<file path="src/rtl/ps2_keyboard_receiver_if.sv">
// Key-event port between the PS/2 receiver and the SoC keyboard logic.
interface ps2_keyboard_receiver_if;
  logic [7:0] keyCode;
  logic       keyExtended;
  logic       keyReleased;
  logic       keyValid;
  logic       keyAck;

  modport master (output keyCode, keyExtended, keyReleased, keyValid, input keyAck);
  modport slave  (input keyCode, keyExtended, keyReleased, keyValid, output keyAck);
endinterface

</file>
<file path="src/rtl/ps2_keyboard_receiver.sv">
// PS/2 frame receiver with scan-code-set-2 prefix decode, modifier tracking
// and a single-entry valid/ack holding register.
module ps2_keyboard_receiver #(
  parameter int TIMEOUT_CYCLES = 20000
) (
  input  logic clk,
  input  logic reset,
  input  logic ps2Clk,
  input  logic ps2Data,
  ps2_keyboard_receiver_if.master kbd,
  output logic overrun,
  output logic frameError,
  output logic shift,
  output logic ctrl,
  output logic alt
);
  typedef enum logic [1:0] {IDLE, DATA, PARITY, STOP} state_t;

  localparam logic [14:0] TO_LAST = 15'(TIMEOUT_CYCLES - 1);
  localparam logic [7:0]  PFX_EXT = 8'hE0;
  localparam logic [7:0]  PFX_REL = 8'hF0;

  state_t      state;
  logic [1:0]  clkSync, dataSync;
  logic        clkDly, fallEdge, bitD;
  logic [2:0]  bitCount;
  logic [7:0]  shreg;
  logic        parBit;
  logic [14:0] toCnt;
  logic        ext, rel;
  logic        lShift, rShift, lCtrl, rCtrl, lAlt, rAlt;
  logic        goodFrame, keyEvent;

  // Synchronizers idle high so reset never fakes a falling edge.
  always_ff @(posedge clk or negedge reset) begin
    if (!reset) begin
      clkSync  <= 2'b11;
      dataSync <= 2'b11;
      clkDly   <= 1'b1;
      fallEdge <= 1'b0;
      bitD     <= 1'b1;
    end else begin
      clkSync  <= {clkSync[0], ps2Clk};
      dataSync <= {dataSync[0], ps2Data};
      clkDly   <= clkSync[1];
      fallEdge <= clkDly & ~clkSync[1];
      bitD     <= dataSync[1];
    end
  end

  always_comb begin
    goodFrame = fallEdge && (state == STOP) && bitD && (^{shreg, parBit});
    keyEvent  = goodFrame && (shreg != PFX_EXT) && (shreg != PFX_REL);
  end

  always_ff @(posedge clk or negedge reset) begin
    if (!reset) begin
      state           <= IDLE;
      bitCount        <= '0;
      shreg           <= '0;
      parBit          <= 1'b0;
      toCnt           <= '0;
      ext             <= 1'b0;
      rel             <= 1'b0;
      {lShift, rShift, lCtrl, rCtrl, lAlt, rAlt} <= '0;
      kbd.keyCode     <= '0;
      kbd.keyExtended <= 1'b0;
      kbd.keyReleased <= 1'b0;
      kbd.keyValid    <= 1'b0;
      overrun         <= 1'b0;
      frameError      <= 1'b0;
    end else begin
      frameError <= 1'b0;

      // Timeout only runs mid-frame; prefix flags survive a discarded frame.
      if (state == IDLE || fallEdge) begin
        toCnt <= '0;
      end else if (toCnt == TO_LAST) begin
        toCnt      <= '0;
        state      <= IDLE;
        frameError <= 1'b1;
      end else begin
        toCnt <= toCnt + 15'd1;
      end

      if (fallEdge) begin
        case (state)
          IDLE: begin
            if (!bitD) begin
              state    <= DATA;
              bitCount <= '0;
            end else begin
              frameError <= 1'b1;
            end
          end
          DATA: begin
            shreg    <= {bitD, shreg[7:1]};
            bitCount <= bitCount + 3'd1;
            if (bitCount == 3'd7) state <= PARITY;
          end
          PARITY: begin
            parBit <= bitD;
            state  <= STOP;
          end
          STOP: begin
            state <= IDLE;
            if (!goodFrame)               frameError <= 1'b1;
            else if (shreg == PFX_EXT)    ext <= 1'b1;
            else if (shreg == PFX_REL)    rel <= 1'b1;
            else begin
              ext <= 1'b0;
              rel <= 1'b0;
            end
          end
          default: state <= IDLE;
        endcase
      end

      if (keyEvent) begin
        case (shreg)
          8'h12: lShift <= ~rel;
          8'h59: rShift <= ~rel;
          8'h14: if (ext) rCtrl <= ~rel; else lCtrl <= ~rel;
          8'h11: if (ext) rAlt  <= ~rel; else lAlt  <= ~rel;
          default: ;
        endcase
      end

      // Same-cycle ack frees the slot for the incoming event.
      if (keyEvent) begin
        if (!kbd.keyValid || kbd.keyAck) begin
          kbd.keyCode     <= shreg;
          kbd.keyExtended <= ext;
          kbd.keyReleased <= rel;
          kbd.keyValid    <= 1'b1;
        end else begin
          overrun <= 1'b1;
        end
      end else if (kbd.keyAck && kbd.keyValid) begin
        kbd.keyValid <= 1'b0;
        overrun      <= 1'b0;
      end
    end
  end

  assign shift = lShift | rShift;
  assign ctrl  = lCtrl  | rCtrl;
  assign alt   = lAlt   | rAlt;
endmodule

</file>
<file path="src/flat_wrapper.sv">
// flat-port wrapper written by rule: the top's interface ports become plain ports
module ps2_keyboard_receiver_flat 
#(
  parameter int TIMEOUT_CYCLES = 20000
)
  (clk, reset, ps2Clk, ps2Data, overrun, frameError, shift, ctrl, alt, kbd_keyCode, kbd_keyExtended, kbd_keyReleased, kbd_keyValid, kbd_keyAck);
  ps2_keyboard_receiver_if kbd_i ();
  input  logic clk;
  input  logic reset;
  input  logic ps2Clk;
  input  logic ps2Data;
  output logic overrun;
  output logic frameError;
  output logic shift;
  output logic ctrl;
  output logic alt;
  output wire logic [$bits(kbd_i.keyCode)-1:0] kbd_keyCode;
  output wire logic [$bits(kbd_i.keyExtended)-1:0] kbd_keyExtended;
  output wire logic [$bits(kbd_i.keyReleased)-1:0] kbd_keyReleased;
  output wire logic [$bits(kbd_i.keyValid)-1:0] kbd_keyValid;
  input wire logic [$bits(kbd_i.keyAck)-1:0] kbd_keyAck;
  assign kbd_keyCode = kbd_i.keyCode;
  assign kbd_keyExtended = kbd_i.keyExtended;
  assign kbd_keyReleased = kbd_i.keyReleased;
  assign kbd_keyValid = kbd_i.keyValid;
  assign kbd_i.keyAck = kbd_keyAck;
  ps2_keyboard_receiver #(.TIMEOUT_CYCLES(TIMEOUT_CYCLES)) u_core (.clk(clk), .reset(reset), .ps2Clk(ps2Clk), .ps2Data(ps2Data), .kbd(kbd_i), .overrun(overrun), .frameError(frameError), .shift(shift), .ctrl(ctrl), .alt(alt));
endmodule
</file>
<file path="config.mk">
export PLATFORM = sky130hd
export DESIGN_NAME = ps2_keyboard_receiver_flat
export DESIGN_NICKNAME = d
export VERILOG_FILES = /design/src/rtl/ps2_keyboard_receiver_if.sv /design/src/rtl/ps2_keyboard_receiver.sv /design/src/flat_wrapper.sv
export SDC_FILE = /design/constraint.sdc
export NUM_CORES = 1
export LEC_CHECK = 0
export CAP_MARGIN = 20
export CORE_MARGIN = 8
export CORE_UTILIZATION = 62
export DETAILED_ROUTE_END_ITERATION = 16
export PLACE_DENSITY = 0.84
export SYNTH_ARGS = -nofsm -noshare
export SYNTH_HDL_FRONTEND = slang
export SYNTH_SLANG_ARGS = --single-unit
</file>
<file path="constraint.sdc">
create_clock -name clk -period 4.4 [get_ports clk]
set_input_delay 1.32 -clock clk [delete_from_list [all_inputs] [get_ports clk]]
set_output_delay 1.32 -clock clk [all_outputs]
set_load 0.01 [all_outputs]
</file>
-- After elaboration in Yosys (flattened, before gate mapping)
Index checks and enable logic that the tools add are counted.
W data, S select, Z words.
- add/subtract/negate cells: 2
- eq/ne operators: 17
- muxes and demuxes: 24
- bitwise operators: 8
- reductions and logical operators: 27
- operators by type and width (operator ; number):
    $mux W15 ; 2
    $eq A8 B5 Y1 const B ; 3
    $eq A8 B8 Y1 const B ; 2
    $ne A8 B8 Y1 const B ; 2
    $add A15 B1 Y15 const B ; 1
    $eq A15 B15 Y1 const B ; 1
    $reduce_and A3 Y1 ; 5
    $reduce_and A2 Y1 ; 7
    $mux W1 ; 13
    $mux W2 ; 5
    $reduce_xor A9 Y1 ; 1
    $eq A8 B7 Y1 const B ; 1
    $pmux W2 S4 ; 1
    $reduce_and A4 Y1 ; 2
    $logic_and A1 B1 Y1 ; 6
    $ne A2 B2 Y1 const B ; 3
    $pmux W3 S2 ; 1
    $eq A2 B2 Y1 const B ; 2
    $not A1 Y1 ; 4
    $reduce_bool A2 Y1 ; 2
    $add A3 B1 Y3 const B ; 1
    $eq A3 B3 Y1 const B ; 1
    $mux W3 ; 1
    $or A1 B1 Y1 ; 3
    7 further kinds ; 8
- flip-flop bits (word level): 57
- bits of input ports: 5
- output and inout port bits: 16
- logic and storage cells: 102

-- Logic depth before layout (Yosys ltp)
- depth in word-level cells: 8
- depth in mapped cells: 7
- depth with buffers taken out: 6

-- Worst setup path before layout
OpenSTA, ideal clock, no wires.
- path kind: input-to-reg
- start point: input kbd_keyAck
- end point: register u_core.kbd.keyCode[0]
- setup time: 125 ps
- data arrival time: 2043 ps
- required time: 4275 ps
- path slack: 2233 ps
- cell stages on the path: 4
- path buffers: 0
- cells stage by stage: nor2b_1 -> nor2_1 -> nand3_4 -> mux2_2
- longest elaborated chain between the ends: 2
- ends and longest elaborated chain (what ; RTL line ; source):
    start: declaration ; flat_wrapper.sv:21 ; input wire logic [$bits(kbd_i.keyAck)-1:0] kbd_keyAck;
    $logic_or A1 B1 Y1 ; ps2_keyboard_receiver.sv:131 ; if (!kbd.keyValid || kbd.keyAck) begin
    $reduce_and A2 Y1 (no line) ; n/a ;
    end signal: assignment ; ps2_keyboard_receiver.sv:132 ; kbd.keyCode <= shreg;
    end: declaration ; ps2_keyboard_receiver_if.sv:9 ; modport master (output keyCode, keyExtended, keyReleased, keyValid, input keyAck);
Every way passes these cells.
A chain may end at the register's enable or synchronous reset.

-- Final worst setup path
- start point: register u_core.lShift
- end point: output shift
- longest elaborated chain between the ends: 1
- ends and longest elaborated chain (what ; RTL line ; source):
    start: declaration ; ps2_keyboard_receiver.sv:31 ; logic lShift, rShift, lCtrl, rCtrl, lAlt, rAlt;
    start signal: assignment ; ps2_keyboard_receiver.sv:121 ; 8'h12: lShift <= ~rel;
    $or A1 B1 Y1 ; ps2_keyboard_receiver.sv:146 ; assign shift = lShift | rShift;
    end: declaration ; flat_wrapper.sv:14 ; output logic shift;
Every way passes these cells.

==> results.toml <==
[sta]
worst_clock_skew_ns = 0.0108
fin_tns_setup_ns = 0
hold_ws_ns = 0.357
slew_headroom_pct = 56.0
period_minus_slack_ns = 2.64
finalMaxSlewViolations = 0
finalCritPeriodShare_pct = 60.0
max_slew.worst_pin.slew_ns = 0.654
fmax_mhz = 379
setup_viol = 0
final_hold_viol_count = 0
grt_setup_unrepaired = "no"

[outcome]
status = "finished, final reports clean"

[yosys]
synth_top_flop_cell = "dfrtp_1"
synth_nets = 238
synthMuxAreaShare_pct = 10.2
synth_top_family_by_area = "simple AND/OR/NAND/NOR gates"
synth_fa_ha_area_share_pct = 3.27
synth_cell_types = 46
synthSimpleGateAreaFrac_pct = 16.1
yosys.area_share.xor_xnor_pct = 9.11
synth-seq-cells = 57
syn_area_mm2 = 0.00268
synth_edf_count = 0
syn-mean-instance-area_um2 = 11.8
yosysWarningCount = 0
yosysSeqAreaShare_pct = 53.6
synth_compound_area_share_pct = 4.91
synthCells = 226
async_flop_share_pct = 100

[global_routing]
first_global_vias = 1692
grt_usage_pct = 15.5
grt_pass1_wl_um = 7840
overflow = 0
grt_max_degree = 46
antenna_found_initial = 0

[routing]
drt_pass1_iterations = 6
viasPerCell = 5.59
routed_wl_um = 4480
via_count = 1722
drt-initial-drc-count = 93
drtAntennaViolNets = 0
avgRoutedWirePerCell_um = 14.5
drcViolationCount = 0

[finish]
fin_nets = 263
multi_input_area_mm2 = 0.00117
seqCellArea_mm2 = 0.00143
diodes = 0
stdcell_count = 308
final_core_util_pct = 74.0
drive_gt1_share_pct = 20.7
n_fill_cell = 307
area_growth_pct = 17.9

[critical_path]
path_max_fanout = 2
regToRegEndpoint = "u_core.kbd.keyCode[3]$_DFFE_PN0P_"
cpMaxStageDelayCell = "clkdlybuf4s50_1"
crit_arrival_ns = 1.32
crit_chain = "inv_1 -> nand2_1 -> clkdlybuf4s50_1"
required_ns = 3.08
worstRegToRegCells = 5
rr_startpoint = "u_core.shreg[2]$_DFFE_PN0P_"
ff2ff_setup_slack_ns = 2.34
end_kind = "primary output"
path_class = "flop to primary output"
startpoint_type = "flop"
worst_path_largest_cell_delay_ns = 0.53

[clock_network]
root_buffer = "clkbuf_8"
cts_tree = "yes"
cts_buffers = 9
cts.sinks = 57
hold_buffers = 0
clkLatencyLatePin_ns = 0.34
clockBufferDepth = 2
post-cts-setup-buffers = 0
ctsResizeCount = 0
htree_levels = 3
path_clk_slew_ns = 0.06

[pwr]
power_leakage_nw = 1.42
power_mw = 1.79
ir_worst_vdd_uv = 356
power_density_mw_per_mm2 = 566

[worst_hold_path]
min_path_cells = 0
min_to = "u_core.dataSync[1]$_DFF_PN1_"
min_from = "u_core.dataSync[0]$_DFF_PN1_"
hp-class = "flop to flop"

[floorplanning]
die_w_um = 81.7
fp.dieH_um = 81.7
die-area_mm2 = 0.00668
io_pins = 21
start_util_pct = 62.8
rows = 24
core_area_mm2 = 0.00426

[placed_design]
hpwl_um = 2980
dp_cells = 291
place_congestion = 0.799
io_buffers = 20

[run]
maxCapViolCount = 0
## routing by layer
layer	part of all wire [%]	up-vias	global-route usage, %
li1	-	840	-
met1	46	841	18.6
met2	47	30	24.3
met3	5.0	11	5.03
met4	2.5	0	8.77
met5	0	-	0
## worst max-delay path: cells and delay by family, from the launching register on
kind	cells	cell delay, ns
simple gates	1	0.08
flops	1	0.32
buf+inv	2	0.59
## per-stage QoR
step / setup slack (ns) / instance area, um^2
after global placement: 1.73 / 2910
after global routing: 1.69 / 3160
after detailed placement: 1.70 / 2910
after floorplan: 2.23 / 2680
final: 1.76 / 3160
after CTS: 1.74 / 3140
## report_power, final
group	internal (mW)	switching, mW	total (mW)	leakage [nW]
Combinational	0.255	0.301	0.556	0.546
Sequential	0.590	0.0915	0.681	0.755
Clock	0.347	0.202	0.550	0.115
## cell families (layout without fill, tap and decap cells)
family,Yosys count,count (layout)
DFF,57,57
adders and majority gates,7,7
and+or+nand+nor,79,79
buffers and inverters,18,48
muxes,25,25
AOI/OAI and AO/OA,19,19
xor gates and xnor gates,21,21
## worst max-delay path by stage
| stage | start | endpoint |
|---|---|---|
| after floorplan | kbd_keyAck | u_core.kbd.keyCode[0]$_DFFE_PN0P_ |
| after global placement | kbd_keyAck | u_core.kbd.keyCode[4]$_DFFE_PN0P_ |
| after detailed placement | kbd_keyAck | u_core.kbd.keyCode[7]$_DFFE_PN0P_ |
| after CTS | u_core.lShift$_DFFE_PN0P_ | shift |
| after global routing | u_core.lShift$_DFFE_PN0P_ | shift |
| final | u_core.lShift$_DFFE_PN0P_ | shift |
## synthesized netlist by cell type (all sizes together) (2+ instances only)
| cell type | count | area share (%) |
|---|---|---|
| dfrtp | 51 | 48 |
| nor2 | 22 | 3.1 |
| mux2 | 19 | 8.0 |
| nand2 | 12 | 1.7 |
| xor2 | 11 | 4.3 |
| inv | 10 | 1.4 |
| nand3 | 10 | 2.3 |
| xnor2 | 9 | 3.9 |
| nor3 | 8 | 1.5 |
| ha | 7 | 3.3 |
| dfstp | 6 | 5.9 |
| mux2i | 6 | 2.2 |
| a21oi | 5 | 0.93 |
| buf | 5 | 0.93 |
| and3 | 4 | 0.93 |
| nand3b | 4 | 1.1 |
| nand4 | 4 | 0.93 |
| o21ai | 4 | 0.75 |
| clkbuf | 3 | 0.47 |
| nand4b | 3 | 0.98 |
| nor2b | 3 | 0.70 |
| a21bo | 2 | 0.75 |
| a32o | 2 | 0.75 |
| nor4 | 2 | 0.70 |
| or4b | 2 | 0.75 |
## area by class of cell
type                       instances  share of cell area (%)
sequential                        57                    45.4
multi-input combinational        151                    37.0
timing repair buffer              22                    7.06
clock buffer                      11                    4.80
clock inverter                     5                    2.46
tap                               52                    2.06
inverter                          10                    1.19
## state kept, by name (all words and copies together), names as in the netlist, 2 cells and up
| signal | count |
|---|---|
| u_core.kbd.keyCode | 8 |
| u_core.shreg | 8 |
| u_core.state | 2 |
| u_core.bitCount | 3 |
| u_core.clkSync | 2 |
| u_core.dataSync | 2 |
| u_core.toCnt | 15 |
## placed cells by master, fill, tap and decap left out, types with 4 or more instances in the layout
cell / netlist / final
dfrtp_1: 51 / 51
nor2_1: 22 / 22
mux2_2: 19 / 19
clkdlybuf4s50_1: 0 / 19
nand2_1: 12 / 12
clkbuf_8: 0 / 11
inv_1: 10 / 10
xor2_1: 10 / 10
nand3_1: 9 / 9
nor3_1: 8 / 8
xnor2_1: 7 / 7
ha_1: 7 / 7
mux2i_1: 6 / 6
dfstp_2: 6 / 6
a21oi_1: 5 / 5
nand4_1: 4 / 4
and3_1: 4 / 4
o21ai_0: 4 / 4
nand3b_1: 4 / 4
Note: power is estimated with default switching activity, not from simulation.
